`src/rtl/time_entry_if.sv`:
```
// Keypad-side bus of the time entry controller: keypad/button inputs and
// the new-time digits, load strobes and status flags it produces.
interface time_entry_if;
  localparam int unsigned DIGIT_W = 4;

  logic               one_second;
  logic [DIGIT_W-1:0] key;
  logic               key_valid;
  logic               time_button;
  logic               alarm_button;
  logic [DIGIT_W-1:0] key_buffer_ms_hr;
  logic [DIGIT_W-1:0] key_buffer_ls_hr;
  logic [DIGIT_W-1:0] key_buffer_ms_min;
  logic [DIGIT_W-1:0] key_buffer_ls_min;
  logic               load_new_c;
  logic               load_new_a;
  logic               show_new_time;
  logic               entry_error;

  modport master (
    output one_second, key, key_valid, time_button, alarm_button,
    input  key_buffer_ms_hr, key_buffer_ls_hr, key_buffer_ms_min, key_buffer_ls_min,
    input  load_new_c, load_new_a, show_new_time, entry_error
  );

  modport slave (
    input  one_second, key, key_valid, time_button, alarm_button,
    output key_buffer_ms_hr, key_buffer_ls_hr, key_buffer_ms_min, key_buffer_ls_min,
    output load_new_c, load_new_a, show_new_time, entry_error
  );
endinterface

```
`src/rtl/time_entry_ctrl.sv`:
```
// Keypad front end: shifts digits into an HH:MM buffer, range-checks on commit
// and strobes the time counter or alarm register. `TIMEOUT_EN adds the idle timeout.
module time_entry_ctrl #(
  parameter int unsigned TIMEOUT_SEC = 10
) (
  input logic         clk,
  input logic         reset,
  time_entry_if.slave bus
);
  localparam int unsigned DW = 4;
  localparam int unsigned CW = 3;
  localparam int unsigned TW = 8;

  typedef enum logic [1:0] {IDLE, ENTRY, LOAD_C, LOAD_A} state_e;

  state_e              state_q, state_d;
  logic [3:0][DW-1:0]  buf_q, buf_d;   // [3]=ms_hr .. [0]=ls_min
  logic [CW-1:0]       cnt_q, cnt_d;
  logic                load_c_q, load_c_d;
  logic                load_a_q, load_a_d;
  logic                show_q, show_d;
  logic                err_q, err_d;
  logic                tmo_clr_c, tmo_inc_c, expire_c;
  logic                digit_c, valid_c;

  assign digit_c = bus.key_valid && (bus.key <= DW'(9));

  // Commit range check: HH in 00..23, MM in 00..59, all four digits entered
  assign valid_c = (cnt_q == CW'(4)) && (buf_q[3] <= DW'(2)) && (buf_q[1] <= DW'(5)) &&
                   (buf_q[0] <= DW'(9)) &&
                   ((buf_q[3] == DW'(2)) ? (buf_q[2] <= DW'(3)) : (buf_q[2] <= DW'(9)));

`ifdef TIMEOUT_EN
  logic [TW-1:0] tmo_q, tmo_d;

  assign expire_c = (tmo_q == TW'(TIMEOUT_SEC));

  always_comb begin
    tmo_d = tmo_q;
    if (tmo_clr_c)
      tmo_d = '0;
    else if (tmo_inc_c && (tmo_q != TW'(TIMEOUT_SEC)))
      tmo_d = tmo_q + TW'(1);
  end

  always_ff @(posedge clk or negedge reset) begin
    if (!reset) tmo_q <= '0;
    else        tmo_q <= tmo_d;
  end
`else
  logic unused_tmo_c;

  assign expire_c     = 1'b0;
  assign unused_tmo_c = tmo_clr_c ^ tmo_inc_c ^ bus.one_second ^ (TIMEOUT_SEC == 0);
`endif

  // Next-state and next-output logic
  always_comb begin
    state_d   = state_q;
    buf_d     = buf_q;
    cnt_d     = cnt_q;
    load_c_d  = 1'b0;
    load_a_d  = 1'b0;
    err_d     = 1'b0;
    tmo_clr_c = 1'b0;
    tmo_inc_c = 1'b0;

    unique case (state_q)
      IDLE: begin
        if (digit_c) begin
          buf_d     = {buf_q[2:0], bus.key};
          cnt_d     = (cnt_q == CW'(4)) ? CW'(4) : cnt_q + CW'(1);
          tmo_clr_c = 1'b1;
          state_d   = ENTRY;
        end
      end
      ENTRY: begin
        if ((bus.time_button && bus.alarm_button) ||
            ((bus.time_button || bus.alarm_button) && !valid_c)) begin
          err_d     = 1'b1;
          buf_d     = '0;
          cnt_d     = '0;
          tmo_clr_c = 1'b1;
          state_d   = IDLE;
        end else if (bus.time_button) begin
          load_c_d = 1'b1;
          state_d  = LOAD_C;
        end else if (bus.alarm_button) begin
          load_a_d = 1'b1;
          state_d  = LOAD_A;
        end else if (expire_c) begin
          buf_d     = '0;
          cnt_d     = '0;
          tmo_clr_c = 1'b1;
          state_d   = IDLE;
        end else if (digit_c) begin
          buf_d     = {buf_q[2:0], bus.key};
          cnt_d     = (cnt_q == CW'(4)) ? CW'(4) : cnt_q + CW'(1);
          tmo_clr_c = 1'b1;
        end else if (bus.one_second) begin
          tmo_inc_c = 1'b1;
        end
      end
      LOAD_C, LOAD_A: begin
        buf_d     = '0;
        cnt_d     = '0;
        tmo_clr_c = 1'b1;
        state_d   = IDLE;
      end
      default: begin
        buf_d   = '0;
        cnt_d   = '0;
        state_d = IDLE;
      end
    endcase

    show_d = (state_d == ENTRY);
  end

  always_ff @(posedge clk or negedge reset) begin
    if (!reset) begin
      state_q  <= IDLE;
      buf_q    <= '0;
      cnt_q    <= '0;
      load_c_q <= 1'b0;
      load_a_q <= 1'b0;
      show_q   <= 1'b0;
      err_q    <= 1'b0;
    end else begin
      state_q  <= state_d;
      buf_q    <= buf_d;
      cnt_q    <= cnt_d;
      load_c_q <= load_c_d;
      load_a_q <= load_a_d;
      show_q   <= show_d;
      err_q    <= err_d;
    end
  end

  assign bus.key_buffer_ms_hr  = buf_q[3];
  assign bus.key_buffer_ls_hr  = buf_q[2];
  assign bus.key_buffer_ms_min = buf_q[1];
  assign bus.key_buffer_ls_min = buf_q[0];
  assign bus.load_new_c        = load_c_q;
  assign bus.load_new_a        = load_a_q;
  assign bus.show_new_time     = show_q;
  assign bus.entry_error       = err_q;
endmodule

```
`src/flat_wrapper.sv`:
```
// flat-port wrapper written by rule: the top's interface ports become plain ports
module time_entry_ctrl_flat 
#(
  parameter int unsigned TIMEOUT_SEC = 10
)
  (clk, reset, bus_one_second, bus_key, bus_key_valid, bus_time_button, bus_alarm_button, bus_key_buffer_ms_hr, bus_key_buffer_ls_hr, bus_key_buffer_ms_min, bus_key_buffer_ls_min, bus_load_new_c, bus_load_new_a, bus_show_new_time, bus_entry_error);
  time_entry_if bus_i ();
  input logic clk;
  input logic reset;
  input wire logic [$bits(bus_i.one_second)-1:0] bus_one_second;
  input wire logic [$bits(bus_i.key)-1:0] bus_key;
  input wire logic [$bits(bus_i.key_valid)-1:0] bus_key_valid;
  input wire logic [$bits(bus_i.time_button)-1:0] bus_time_button;
  input wire logic [$bits(bus_i.alarm_button)-1:0] bus_alarm_button;
  output wire logic [$bits(bus_i.key_buffer_ms_hr)-1:0] bus_key_buffer_ms_hr;
  output wire logic [$bits(bus_i.key_buffer_ls_hr)-1:0] bus_key_buffer_ls_hr;
  output wire logic [$bits(bus_i.key_buffer_ms_min)-1:0] bus_key_buffer_ms_min;
  output wire logic [$bits(bus_i.key_buffer_ls_min)-1:0] bus_key_buffer_ls_min;
  output wire logic [$bits(bus_i.load_new_c)-1:0] bus_load_new_c;
  output wire logic [$bits(bus_i.load_new_a)-1:0] bus_load_new_a;
  output wire logic [$bits(bus_i.show_new_time)-1:0] bus_show_new_time;
  output wire logic [$bits(bus_i.entry_error)-1:0] bus_entry_error;
  assign bus_i.one_second = bus_one_second;
  assign bus_i.key = bus_key;
  assign bus_i.key_valid = bus_key_valid;
  assign bus_i.time_button = bus_time_button;
  assign bus_i.alarm_button = bus_alarm_button;
  assign bus_key_buffer_ms_hr = bus_i.key_buffer_ms_hr;
  assign bus_key_buffer_ls_hr = bus_i.key_buffer_ls_hr;
  assign bus_key_buffer_ms_min = bus_i.key_buffer_ms_min;
  assign bus_key_buffer_ls_min = bus_i.key_buffer_ls_min;
  assign bus_load_new_c = bus_i.load_new_c;
  assign bus_load_new_a = bus_i.load_new_a;
  assign bus_show_new_time = bus_i.show_new_time;
  assign bus_entry_error = bus_i.entry_error;
  time_entry_ctrl #(.TIMEOUT_SEC(TIMEOUT_SEC)) u_core (.clk(clk), .reset(reset), .bus(bus_i));
endmodule
```
`config.mk`:
```
export PLATFORM = sky130hd
export DESIGN_NAME = time_entry_ctrl_flat
export DESIGN_NICKNAME = d
export VERILOG_FILES = /design/src/rtl/time_entry_if.sv /design/src/rtl/time_entry_ctrl.sv /design/src/flat_wrapper.sv
export SDC_FILE = /design/constraint.sdc
export NUM_CORES = 1
export LEC_CHECK = 0
export CORE_MARGIN = 8
export CORE_UTILIZATION = 50
export DETAILED_ROUTE_END_ITERATION = 6
export PLACE_DENSITY = 0.89
export SYNTH_ARGS = -nofsm -noshare
export SYNTH_HDL_FRONTEND = slang
export SYNTH_SLANG_ARGS = --single-unit
```
`constraint.sdc`:
```
create_clock -name clk -period 3.1 [get_ports clk]
set_input_delay 0.465 -clock clk [delete_from_list [all_inputs] [get_ports clk]]
set_output_delay 0.465 -clock clk [all_outputs]
set_load 0.02 [all_outputs]
```
**Word-level counts from Yosys, hierarchy flattened**

Index checks and enable logic that the tools add are counted.

- Word-level logic and storage cells: 64
- Register bits: 25
- Bits of input ports: 10

- Magnitude comparators: 6
- $add $sub $neg: 1
- Mux-type cells: 26
- Equal/unequal tests: 8
- Reductions and logical operators: 13

Operators by type and width:

| cell | count |
|---|---|
| $mux W16 | 4 |
| $pmux W16 S3 | 1 |
| $mux W3 | 5 |
| $le A4 B4 Y1 const B | 3 |
| $mux W1 | 10 |
| $pmux W3 S3 | 1 |
| $le A4 B2 Y1 const B | 2 |
| $mux W2 | 4 |
| $logic_and A1 B1 Y1 | 7 |
| $ne A3 B2 Y1 const B | 2 |
| $pmux W2 S3 | 1 |
| $eq A2 B1 Y1 const B | 2 |
| $eq A2 B2 Y1 const B | 2 |
| $eq A4 B2 Y1 const B | 1 |
| $le A4 B3 Y1 const B | 1 |
| $add A3 B1 Y3 const B | 1 |
| $eq A3 B3 Y1 const B | 1 |
| $logic_not A2 Y1 | 1 |
| $logic_or A1 B1 Y1 | 2 |
| $reduce_and A2 Y1 | 1 |
| $reduce_or A2 Y1 | 1 |
| $logic_not A1 Y1 | 1 |

**Logic depth before layout (Yosys ltp)**

Gate-level depths: netlist (run 1).

- Depth in word-level cells: 11
- Gate-level depth with buffers: 8
- Depth with buffers taken out: 6

**Worst setup path after synthesis (run 1)**

Ideal clock, no wire load.

- Path kind: reg2reg
- From: register u_core.buf_q (netlist bit u_core.bus.key_buffer_ls_hr[3])
- To: register u_core.buf_q (netlist bit u_core.bus.key_buffer_ms_min[1])
- Arrival: 1.503 ns
- Buffers on the path: 2
- Library setup time: 0.121 ns
- Required time: 2.979 ns
- Stages on the path, launching flop included: 7
- Slack: 1.476 ns
- Path through: dfrtp_1 a21oi_1 o211a_1 a31o_1 buf_4 buf_6 a22o_1

- Cells in the longest elaborated chain, start to end: 8
- Elaborated cells between the ends (all ways): 12
- Those cells by class: 2 x order compare; 2 x eq/ne; 3 x mux; 5 x reduce/logical

RTL lines:

| what | RTL line | text |
|---|---|---|
| from (decl) | time_entry_ctrl.sv:17 | `logic [3:0][DW-1:0] buf_q, buf_d;` |
| from (signal assigned) | time_entry_ctrl.sv:131 | `buf_q <= buf_d;` |
| $le A4 B4 Y1 or $le A4 B2 Y1 (tied branches) | time_entry_ctrl.sv:31 | `((buf_q[3] == DW'(2)) ? (buf_q[2] <= DW'(3)) : (buf_q[2] <= DW'(9)));` |
| $mux W1 (*) | time_entry_ctrl.sv:31 |  |
| $logic_and A1 B1 Y1 (*) | time_entry_ctrl.sv:30 | `(buf_q[0] <= DW'(9)) &&` |
| $logic_not A1 Y1 (*) | time_entry_ctrl.sv:79 | `((bus.time_button \|\| bus.alarm_button) && !valid_c)) begin` |
| $logic_and A1 B1 Y1 (*) | time_entry_ctrl.sv:79 |  |
| $logic_or A1 B1 Y1 (*) | time_entry_ctrl.sv:78 | `if ((bus.time_button && bus.alarm_button) \|\|` |
| $mux W16 or $ne A3 B2 Y1 (tied branches) | -- |  |
| $pmux W16 S3 or $reduce_and A2 Y1 (tied branches) | -- |  |

Mark *: on every way between the ends. The rest lies on a longest branch, timed or not.
A chain may end at the register's enable or synchronous reset.

**Final worst setup path (run 1)**

- From: input bus_alarm_button
- To: register u_core.cnt_q[0]

- Cells in the longest elaborated chain, start to end: 5
- Elaborated cells between the ends (all ways): 9
- Those cells by class: 2 x eq/ne; 2 x mux; 5 x reduce/logical

RTL lines:

| what | RTL line | text |
|---|---|---|
| from (decl) | flat_wrapper.sv:14 | `input wire logic [$bits(bus_i.alarm_button)-1:0] bus_alarm_button;` |
| $logic_or A1 B1 Y1 | time_entry_ctrl.sv:79 |  |
| $logic_and A1 B1 Y1 | time_entry_ctrl.sv:79 |  |
| $logic_or A1 B1 Y1 | time_entry_ctrl.sv:78 |  |
| $mux W3 or $ne A3 B2 Y1 (tied branches) | -- |  |
| $pmux W3 S3 or $reduce_and A2 Y1 (tied branches) | -- |  |
| to (signal assigned) | time_entry_ctrl.sv:132 | `cnt_q <= cnt_d;` |
| to (decl) | time_entry_ctrl.sv:18 | `logic [CW-1:0] cnt_q, cnt_d;` |

Several ways; a longest one is shown, not always the timed one.

==> results of run 1 <==
metrics by stage:
step           instances  util [%]  hold WS, ns
4_1_cts              152      66.8        0.500
5_1_grt              152      66.8        0.510
2_1_floorplan         93         -        0.169
6_report             152      66.8        0.490
3_5_place_dp         148      65.4        0.511
3_3_place_gp         148      65.4        0.500
worst paths after layout:
path	startpoint	endpoint	slack (ns)	cells past startpoint
max in group asynchronous	reset	u_core.cnt_q[0]	2.37	2
min	reset	u_core.bus.key_buffer_ms_hr[2]	0.49	2
max reg2reg	u_core.cnt_q[0]	u_core.cnt_q[0]	1.14	6
max	bus_alarm_button	u_core.cnt_q[0]	0.94	5
min reg2reg	u_core.bus.key_buffer_ms_hr[3]	u_core.bus.key_buffer_ms_hr[3]	0.55	1
min in group clk	u_core.bus.key_buffer_ms_hr[3]	u_core.bus.key_buffer_ms_hr[3]	0.55	1
area by class of cell:
cell class | instances | share of cell area (%)
clock inverter | 1 | 0.523
timing repair buffer | 30 | 20.6
inverter | 5 | 1.31
sequential | 25 | 43.6
multi-input combinational | 60 | 30.0
clock buffer | 3 | 1.57
tap | 28 | 2.44
worst max-delay path: stages:
cell,delay (ns)
clkdlybuf4s50_1,0.49
a22o_1,0.30
a211oi_4,0.32
a31o_1,0.60
a22o_1,0.24
sequential cells by signal, summed over array words and instances, names as in the netlist:
signal / flops
u_core.state_q: 2
u_core.bus.load_new_c: 1
u_core.bus.key_buffer_ls_min: 4
u_core.bus.load_new_a: 1
u_core.bus.key_buffer_ms_min: 4
u_core.bus.key_buffer_ms_hr: 4
u_core.cnt_q: 3
u_core.bus.entry_error: 1
u_core.bus.key_buffer_ls_hr: 4
u_core.bus.show_new_time: 1
layer usage:
layer  track usage (%)  routed length [µm]
met5                 0                   0
met4              5.98                  40
met3              4.30                 148
met2              20.9                1150
met1              15.4                1090
synthesized netlist by cell type (2+ instances only):
cell      number  area [µm²]
a21oi_1        6        30.0
a22o_1        17         149
and3_1         2        12.5
dfrtp_1       25         626
ha_1           2        25.0
inv_1          5        18.8
nand2_1        3        11.3
nand2b_1       2        12.5
nand3_1        2        10.0
nor2_1         2        7.51
nor2b_1        4        25.0
nor3_1         4        20.0
o21ai_1        2        10.0
cell families after synthesis:
| kind of cell | after synthesis |
|---|---|
| flops | 25 |
| fa+ha+maj | 2 |
| compound gates | 36 |
| simple gates | 22 |
| buf+inv | 8 |
power breakdown:
group          switching, W  internal (W)  total, W  leakage [nW]
Clock             0.0000991     0.0000493  0.000148        0.0139
Sequential        0.0000530      0.000376  0.000429         0.336
Combinational      0.000150      0.000142  0.000292         0.289
==> results by group, run 1 <==
Run status
  • Outcome: complete, no violations

Worst setup path
  • WP data required: around 3.4 ns
  • CP Capture Type: flop
  • Worst-path fanout max: 17
  • CP Class: in -> reg
  • Crit start category: input pin
  • Worst Path Arrival: ~2.4 ns

Routing
  • ANT nets after route: 0
  • Drt pass-1 iters: 4
  • Post-Route WL: roughly 2400 µm
  • Per-cell routed wire length: around 16 µm
  • Vias: between 800 and 900
  • DRC Markers: 0
  • DR iter-0 viols: 29
  • Vias/cell: a little under 6

GRT
  • Vias in the first global route: about 900
  • Initial antenna violation count: 0
  • GRT Resource Usage Total: 13.1%
  • GR Overflow Total: 0
  • Largest net degree at the start of global routing: 26
  • Global-route wire length before repair: approximately 4300 µm

Layout
  • Diode count: 0
  • Post-Layout Inst Area: ~1400 µm²
  • Commonest non-fill, non-tap cell in the layout: clkdlybuf4s50_1
  • Fillers: approximately 160
  • Net count, final: roughly 140
  • Register area: 626 µm²
  • Most frequent cells in the layout: clkdlybuf4s50_1 (28), dfrtp_1 (25), a22o_1 (17)
  • Area Overhead vs Synth: 30.6%
  • Layout cells sized above 1: between 6 and 7%
  • Area of the multi-input gates: 430 µm²

Clocking
  • CTS tree: yes
  • CTS Sinks: 25
  • Post-CTS Setup Bufs: 0
  • CTS Hold Bufs: 0
  • Post_cts resized: 0
  • CTS root buf: clkbuf_4
  • CTS Buf Count: 3
  • Later-pin clock latency in the skew report: 0.32 ns
  • Max clock buf depth: 2
  • H-tree levels: 1
  • Clk slew on worst S/H paths: between 0.1 and 0.15 ns

Floorplanning
  • I/O Pins: 30
  • Core box area: 2150 µm²
  • Die Ht: approximately 63 µm
  • Row cnt: 17
  • Die W: roughly 63 µm
  • Initial Utilization: between 50 and 60%
  • Die footprint: ~4000 µm²

Synth
  • Syn_area_per_cell: 11.8 µm²
  • Synth async-reset ratio: 100%
  • XOR/XNOR share of the synthesized area: 0%
  • Post-Synth Adder-Cell Area: around 2.3%
  • Simple-Gate Fraction of Synth Area: a little over a tenth
  • Syn nets: ~110
  • Seq cells post-synth: 25
  • Number of synthesized flops with an enable pin: 0
  • Post-synthesis sequential area ratio: ~57%
  • Complex-gate fraction of the synthesized area: a little over a quarter
  • Main flop type after synthesis: dfrtp_1
  • Largest family of logic cells by synthesized area: compound AO/OA/AOI/OAI gates
  • Synth Cell Area: 1100 µm²
  • Yosys Warn Count: 0
  • Mux share of post-synthesis cell area: 0%
  • Gate Count Post-Synth: between 90 and 100
  • Yosys cell types: 30

Placement
  • Port Buffers: 28
  • Placed Area: 1410 µm²
  • DP HPWL: approximately 1800 µm
  • Final GP Congestion: roughly 0.84
  • Pre-CTS WS: between 0.6 and 0.7 ns

Timing
  • RSZ-0062 raised after global routing: no
  • Endpoints failing hold: 0
  • Setup tns final: 0 ns
  • Pins over their slew limit: 0
  • Final critical-path required period: 2.16 ns
  • Setup ws final: 0.941 ns
  • Final worst-path cycle share: between 60% and 70%
  • Final setup vio count: 0
  • Skew final: between 0.007 and 0.008 ns
  • Maximum clock rate: approximately 460 MHz
  • Worst Max-Slew Pin Slew: 0.619 ns
  • Rel. slew slack: 58.8%

Job
  • Max-capacitance violation count: 0

Power
  • Power, Total: 0.000870 W
  • Peak supply drop: approximately 420 µV
  • Power density over the cells: slightly above 600 nW/µm²
  • Static Leak: around 0.64 nW

Min path
  • Worst hold path class: in -> async
(Power assumes the default switching activity.)
==> run 2: changes to the inputs <==
- CORE_UTILIZATION: 50 -> 46
- PLACE_DENSITY: 0.89 -> 0.83
- clock period: 3.1 -> 2.05 ns (I/O delays scaled with it)
==> run 2 against run 1 <==
  * First-iteration DRC count up 69%
  * Critical endpoint is now bus_key_buffer_ls_hr[3]
  * Critical path type is now reg -> out
  * Sequential share of layout area shrank 1.3 points
  * Non-clock buffer count increased by 6
  * Clock-buffer cell count stayed put
==> results by group, run 2 (synthesized netlist as in run 1, its figures left out) <==
Worst setup path
  • Worst Path Buf+Inv: 1 (unchanged)
  • Max stage delay on crit path: 0.65 ns (was 0.60 ns)
  • Critical path's slowest cell: clkdlybuf4s50_1 (was a31o_1)
  • Reg2Reg Depth: 7 (was 6)
  • CP delay by family, top: buffers and inverters (was compound AO/OA/AOI/OAI gates)
  • WP data required: 1.74 ns (was 3.36 ns)
  • CP Capture Type: primary output (was flop)
  • Reg2reg end: u_core.cnt_q[0] (unchanged)
  • R2R setup slack: 0.42 ns (was 1.14 ns)
  • CP Class: reg -> out (was in -> reg)
  • Worst-path cell chain: clkdlybuf4s50_1 (was clkdlybuf4s50_1 > a22o_1 > a211oi_4 > a31o_1 > a22o_1)
  • RR Startpoint: u_core.cnt_q[0] (unchanged)
  • Worst-path fanout max: 6 (was 17)
  • Worst Path Arrival: 1.44 ns (was 2.42 ns)
  • Crit start category: flop (was input pin)

Timing
  • Maximum clock rate: approximately 570 MHz
  • Worst hold slack: 0.335 ns (was 0.490 ns)
  • Final critical-path required period: approximately 1.7 ns
  • Worst Max-Slew Pin Slew: 0.319 ns (was 0.619 ns)
  • Setup tns final: 0 ns (unchanged)
  • RSZ-0062 raised after global routing: no (unchanged)
  • Pins over their slew limit: 0 (unchanged)
  • Skew final: 0.00173 ns (was 0.00764 ns)
  • Rel. slew slack: 78.7% (was 58.8%)
  • Final worst-path cycle share: 85.3%
  • Final setup vio count: 0 (unchanged)
  • Endpoints failing hold: 0 (unchanged)

Power
  • Internal power: 0.000874 W (was 0.000567 W)
  • Sw Share: 34.9% (was 34.8%)
  • Clock network power share: 17.0% (was 17.1%)
  • Static Leak: 0.668 nW (was 0.638 nW)
  • Power density over the cells: 906 nW/µm² (was 606 nW/µm²)
  • Peak supply drop: 502 µV (was 421 µV)
  • Register share of total power: 48.3% (was 49.4%)
  • Power share of the combinational group: 34.7% (was 33.6%)
  • Power, Total: 0.00134 W (was 0.000870 W)
  • P_sw: 0.000467 W (was 0.000302 W)

Routing
  • Vias: 907 (was 894)
  • Per-cell routed wire length: 16.5 µm (was 16.0 µm)
  • DR iter-0 viols: 49 (was 29)
  • Drt pass-1 iters: 4 (unchanged)
  • Vias/cell: 5.74 (was 5.88)
  • Post-Route WL: 2600 µm (was 2430 µm)
  • ANT nets after route: 0 (unchanged)
  • DRC Markers: 0 (unchanged)

Layout
  • Most frequent cells in the layout: clkdlybuf4s50_1 (28), dfrtp_1 (25), a22o_1 (17) (unchanged)
  • Register area: 626 µm² (unchanged)
  • Layout cells sized above 1: 10.8% (was 6.45%)
  • Finished Layout Cells: 158 (was 152)
  • Area Overhead vs Synth: 34.7% (was 30.6%)
  • Commonest non-fill, non-tap cell in the layout: clkdlybuf4s50_1 (unchanged)
  • Diode count: 0 (unchanged)
  • Post-Layout Inst Area: 1480 µm² (was 1440 µm²)
  • Fillers: 185 (was 156)
  • Area of the multi-input gates: 430 µm² (unchanged)
  • Net count, final: 143 (was 137)

GRT
  • GR Overflow Total: 0 (unchanged)
  • Vias in the first global route: 922 (was 913)
  • Global-route wire length before repair: 4250 µm (was 4300 µm)
  • GRT Resource Usage Total: 12.5% (was 13.1%)
  • Initial antenna violation count: 0 (unchanged)
  • Largest net degree at the start of global routing: 26 (unchanged)

Clocking
  • CTS Buf Count: 3 (unchanged)
  • Max clock buf depth: 2 (unchanged)
  • CTS Sinks: 25 (unchanged)
  • CTS root buf: clkbuf_4 (unchanged)
  • H-tree levels: 1 (unchanged)
  • CTS tree: yes (unchanged)
  • Post-CTS Setup Bufs: 0 (unchanged)
  • Post_cts resized: 0 (unchanged)
  • Clk slew on worst S/H paths: 0.14 ns (about the same)
  • CTS Hold Bufs: 0 (unchanged)
  • Later-pin clock latency in the skew report: 0.31 ns (was 0.32 ns)

Floorplanning
  • Initial Utilization: 49.2% (was 51.1%)
  • Core box area: 2230 µm² (was 2150 µm²)
  • Die footprint: 4210 µm² (was 3950 µm²)
  • Row cnt: 17 (unchanged)
  • I/O Pins: 30 (unchanged)
  • Die Ht: 64.9 µm (was 62.9 µm)
  • Die W: 64.9 µm (was 62.9 µm)

Placement
  • Port Buffers: 28 (unchanged)
  • Placed insts: 154 (was 148)
  • Placed Area: 1450 µm² (was 1410 µm²)
  • Final GP Congestion: 0.759 (was 0.839)
  • DP HPWL: 1950 µm (was 1800 µm)

Job
  • Max-capacitance violation count: 0 (unchanged)

Run status
  • Outcome: complete, no violations (unchanged)

Min path
  • Worst hold path class: in -> async (unchanged)
-- run 2: cell types whose count changed in the layout (fill, tap and decap cells not counted) --
cell and delta:
buf_4 +6
-- run 2: layout make-up --
class	count	area share, %
sequential	25	42.3
multi-input combinational	60	29.1
timing repair buffer	36	23.0
tap	28	2.37
clock buffer	3	1.52
inverter	5	1.27
clock inverter	1	0.507
-- run 2: worst max-delay path by stage --
| stage | to | depth (start not counted) | startpoint | slack (ns) |
|---|---|---|---|---|
| floorplan | u_core.bus.key_buffer_ms_min[2] | 6 | u_core.bus.key_buffer_ls_hr[3] | 0.43 |
| global placement | u_core.bus.key_buffer_ls_min[0] | 6 | bus_time_button | 0.12 |
| detailed placement | u_core.cnt_q[2] | 5 | bus_time_button | 0.05 |
| CTS | bus_key_buffer_ls_hr[3] | 1 | u_core.bus.key_buffer_ls_hr[3] | 0.30 |
| global route | bus_key_buffer_ls_hr[3] | 1 | u_core.bus.key_buffer_ls_hr[3] | 0.24 |
| finish | bus_key_buffer_ls_hr[3] | 1 | u_core.bus.key_buffer_ls_hr[3] | 0.30 |
-- run 2: layer usage --
metal	routed length, µm	share of wire (%)	global-route usage (%)	vias to the layer above
met3	214	8.2	4.98	2
met4	18	0.69	3.54	0
met2	1230	47	20.0	32
met1	1140	44	15.1	449
met5	0	0	0	-
li1	-	-	-	424
-- run 2: power groups by stage --
stage / clock (W) / sequential [W] / combinational (W)
3_5_place_dp: 0 / 0.000655 / 0.000469
2_1_floorplan: 0 / 0.000704 / 0.000210
6_report: 0.000228 / 0.000647 / 0.000466
5_1_grt: 0.000253 / 0.000661 / 0.000507
3_3_place_gp: 0 / 0.000652 / 0.000452
4_1_cts: 0.000231 / 0.000647 / 0.000471
-- run 2: stage by stage --
step	util, %	setup slack [ns]
2_1_floorplan	-	0.426
3_3_place_gp	64.9	0.124
3_5_place_dp	64.9	0.0509
4_1_cts	66.3	0.295
5_1_grt	66.3	0.235
6_report	66.3	0.301
==> run 3: changes to the inputs <==
- CELL_PAD_IN_SITES_DETAIL_PLACEMENT: unset -> 0
- CELL_PAD_IN_SITES_GLOBAL_PLACEMENT: unset -> 1
- CORE_MARGIN: 8 -> unset
- CORE_UTILIZATION: 46 -> 36
==> run 3 against run 2 <==
  * The flow now finishes with violations (DRC)
  * Non-clock buffer count fell by 1
  * Largest power group unchanged
  * Critical endpoint unchanged
  * Clock-buffer cell count rose by 1
  * Fmax rose by 0.50%
  * Sequential share of layout area fell by 0.14 points
  * Total power fell by 0.87%
  * Register-to-register slack barely moved
  * Final area rose by 0.34%
  * First-iteration DRC count fell by 12%
  * Die area fell by 22%
  * Sequential power barely moved
  * Hold slack barely moved
  * Clock skew rose by 0.0055 ns
==> results by group, run 3 (synthesized netlist as in run 1, its figures left out) <==
Clocking
  • Max clock buf depth: 2 (unchanged)
  • CTS root buf: clkbuf_4 (unchanged)
  • CTS Sinks: 25 (unchanged)
  • H-tree levels: 1 (unchanged)
  • Later-pin clock latency in the skew report: 0.32 ns (was 0.31 ns)
  • CTS tree: yes (unchanged)
  • Clk slew on worst S/H paths: 0.13 ns (was 0.14 ns)
  • Post_cts resized: 0 (unchanged)
  • CTS Hold Bufs: 0 (unchanged)
  • CTS Buf Count: 3 (unchanged)
  • Post-CTS Setup Bufs: 0 (unchanged)

Min path
  • Worst hold path class: in -> async (unchanged)

Worst setup path
  • CP Class: reg -> out (unchanged)
  • Crit start category: flop (unchanged)
  • Worst Path Buf+Inv: 1 (unchanged)
  • WP data required: 1.74 ns (about the same)
  • Worst-path cell chain: clkdlybuf4s50_1 (unchanged)
  • Max stage delay on crit path: 0.64 ns (was 0.65 ns)
  • Worst Path Arrival: 1.43 ns (was 1.44 ns)
  • CP delay by family, top: buffers and inverters (unchanged)
  • Worst-path fanout max: 6 (unchanged)
  • Critical path's slowest cell: clkdlybuf4s50_1 (unchanged)
  • CP Capture Type: primary output (unchanged)

Routing
  • Drt pass-1 iters: 6 (was 4)
  • Post-Route WL: 2370 µm (was 2600 µm)
  • Per-cell routed wire length: 14.8 µm (was 16.5 µm)
  • DR iter-0 viols: 43 (was 49)
  • DRC Markers: 6 (was 0)
  • Vias: 893 (was 907)
  • Vias/cell: 5.58 (was 5.74)
  • ANT nets after route: 0 (unchanged)

Layout
  • Register area: 626 µm² (unchanged)
  • Most frequent cells in the layout: clkdlybuf4s50_1 (28), dfrtp_1 (25), a22o_1 (17) (unchanged)
  • Area Overhead vs Synth: 35.2% (was 34.7%)
  • Post-Layout Inst Area: 1490 µm² (was 1480 µm²)
  • Layout cells sized above 1: 9.30% (was 10.8%)
  • Diode count: 0 (unchanged)
  • Fillers: 264 (was 185)
  • Net count, final: 142 (was 143)
  • Commonest non-fill, non-tap cell in the layout: clkdlybuf4s50_1 (unchanged)
  • Area of the multi-input gates: 430 µm² (unchanged)

Placement
  • DP HPWL: 1720 µm (was 1950 µm)
  • Port Buffers: 28 (unchanged)
  • Final GP Congestion: 0.783 (was 0.759)
  • Placed Area: 1460 µm² (was 1450 µm²)

Timing
  • Maximum clock rate: 575 MHz (was 572 MHz)
  • Final worst-path cycle share: 84.9% (was 85.3%)
  • RSZ-0062 raised after global routing: no (unchanged)
  • Skew final: 0.00722 ns (was 0.00173 ns)
  • Worst Max-Slew Pin Slew: 0.343 ns (was 0.319 ns)
  • Endpoints failing hold: 0 (unchanged)
  • Worst hold slack: 0.335 ns (about the same)
  • Setup tns final: 0 ns (unchanged)
  • Final critical-path required period: 1.74 ns (was 1.75 ns)
  • Rel. slew slack: 77.1% (was 78.7%)
  • Final setup vio count: 0 (unchanged)
  • Pins over their slew limit: 0 (unchanged)

Job
  • Max-capacitance violation count: 0 (unchanged)

Power
  • Power, Total: 0.00133 W (was 0.00134 W)
  • Peak supply drop: 636 µV (was 502 µV)
  • Power density over the cells: 895 nW/µm² (was 906 nW/µm²)
  • Static Leak: 0.668 nW (about the same)

Run status
  • Violated checks: DRC
  • Outcome: finished with violations (was complete, no violations)

GRT
  • GR Overflow Total: 0 (unchanged)
  • Initial antenna violation count: 0 (unchanged)
  • Global-route wire length before repair: 3970 µm (was 4250 µm)
  • Vias in the first global route: 857 (was 922)
  • Largest net degree at the start of global routing: 26 (unchanged)
  • GRT Resource Usage Total: 16.0% (was 12.5%)

Floorplanning
  • I/O Pins: 30 (unchanged)
  • Initial Utilization: 38.8% (was 49.2%)
  • Core box area: 2830 µm² (was 2230 µm²)
  • Row cnt: 19 (was 17)
  • Die W: 57.2 µm (was 64.9 µm)
  • Die Ht: 57.2 µm (was 64.9 µm)
  • Die footprint: 3280 µm² (was 4210 µm²)
run 3: changes by cell type in the layout (fill, tap and decap cells not counted), sizes merged:
| cell | delta |
|---|---|
| clkinvlp | -1 |
| buf | -1 |
| clkbuf | +1 |
run 3: routing by layer:
layer | global-route usage (%) | share of wire (%)
met3 | 5.22 | 5.6
met4 | 6.27 | 1.2
met1 | 21.1 | 49
met2 | 24.5 | 44
met5 | 0 | 0
run 3: path summary, 6_finish.rpt:
| check | from | to | slack, ns | cells after the start |
|---|---|---|---|---|
| setup / recovery | u_core.bus.key_buffer_ls_hr[3] | bus_key_buffer_ls_hr[3] | 0.31 | 1 |
| hold / removal | reset | u_core.bus.show_new_time | 0.34 | 2 |
| setup reg to reg | u_core.cnt_q[0] | u_core.cnt_q[0] | 0.41 | 7 |
| hold reg to reg | u_core.cnt_q[1] | u_core.cnt_q[1] | 0.54 | 1 |
| max in group asynchronous | reset | u_core.bus.key_buffer_ms_hr[0] | 1.47 | 2 |
| min in group clk | u_core.cnt_q[1] | u_core.cnt_q[1] | 0.54 | 1 |
run 3: per-stage QoR:
stage	cells	setup WS, ns	utilization [%]
after global placement	156	0.189	51.6
after detailed placement	156	0.161	51.6
final	160	0.309	52.5
after floorplan	93	0.426	-
after CTS	160	0.302	52.5
after global routing	160	0.240	52.5
run 3: power breakdown:
group | switching, W | internal, W | total (W)
clock network | 0.000142 | 0.0000761 | 0.000218
logic | 0.000230 | 0.000233 | 0.000464
registers | 0.0000785 | 0.000569 | 0.000647
total | 0.000451 | 0.000878 | 0.00133
run 3: cell type report:
class	instances	area share, %
Sequential cell	25	42.1
Multi-Input combinational cell	60	29.0
Timing Repair Buffer	35	23.3
Tap cell	31	2.61
Clock buffer	4	1.77
Inverter	5	1.26
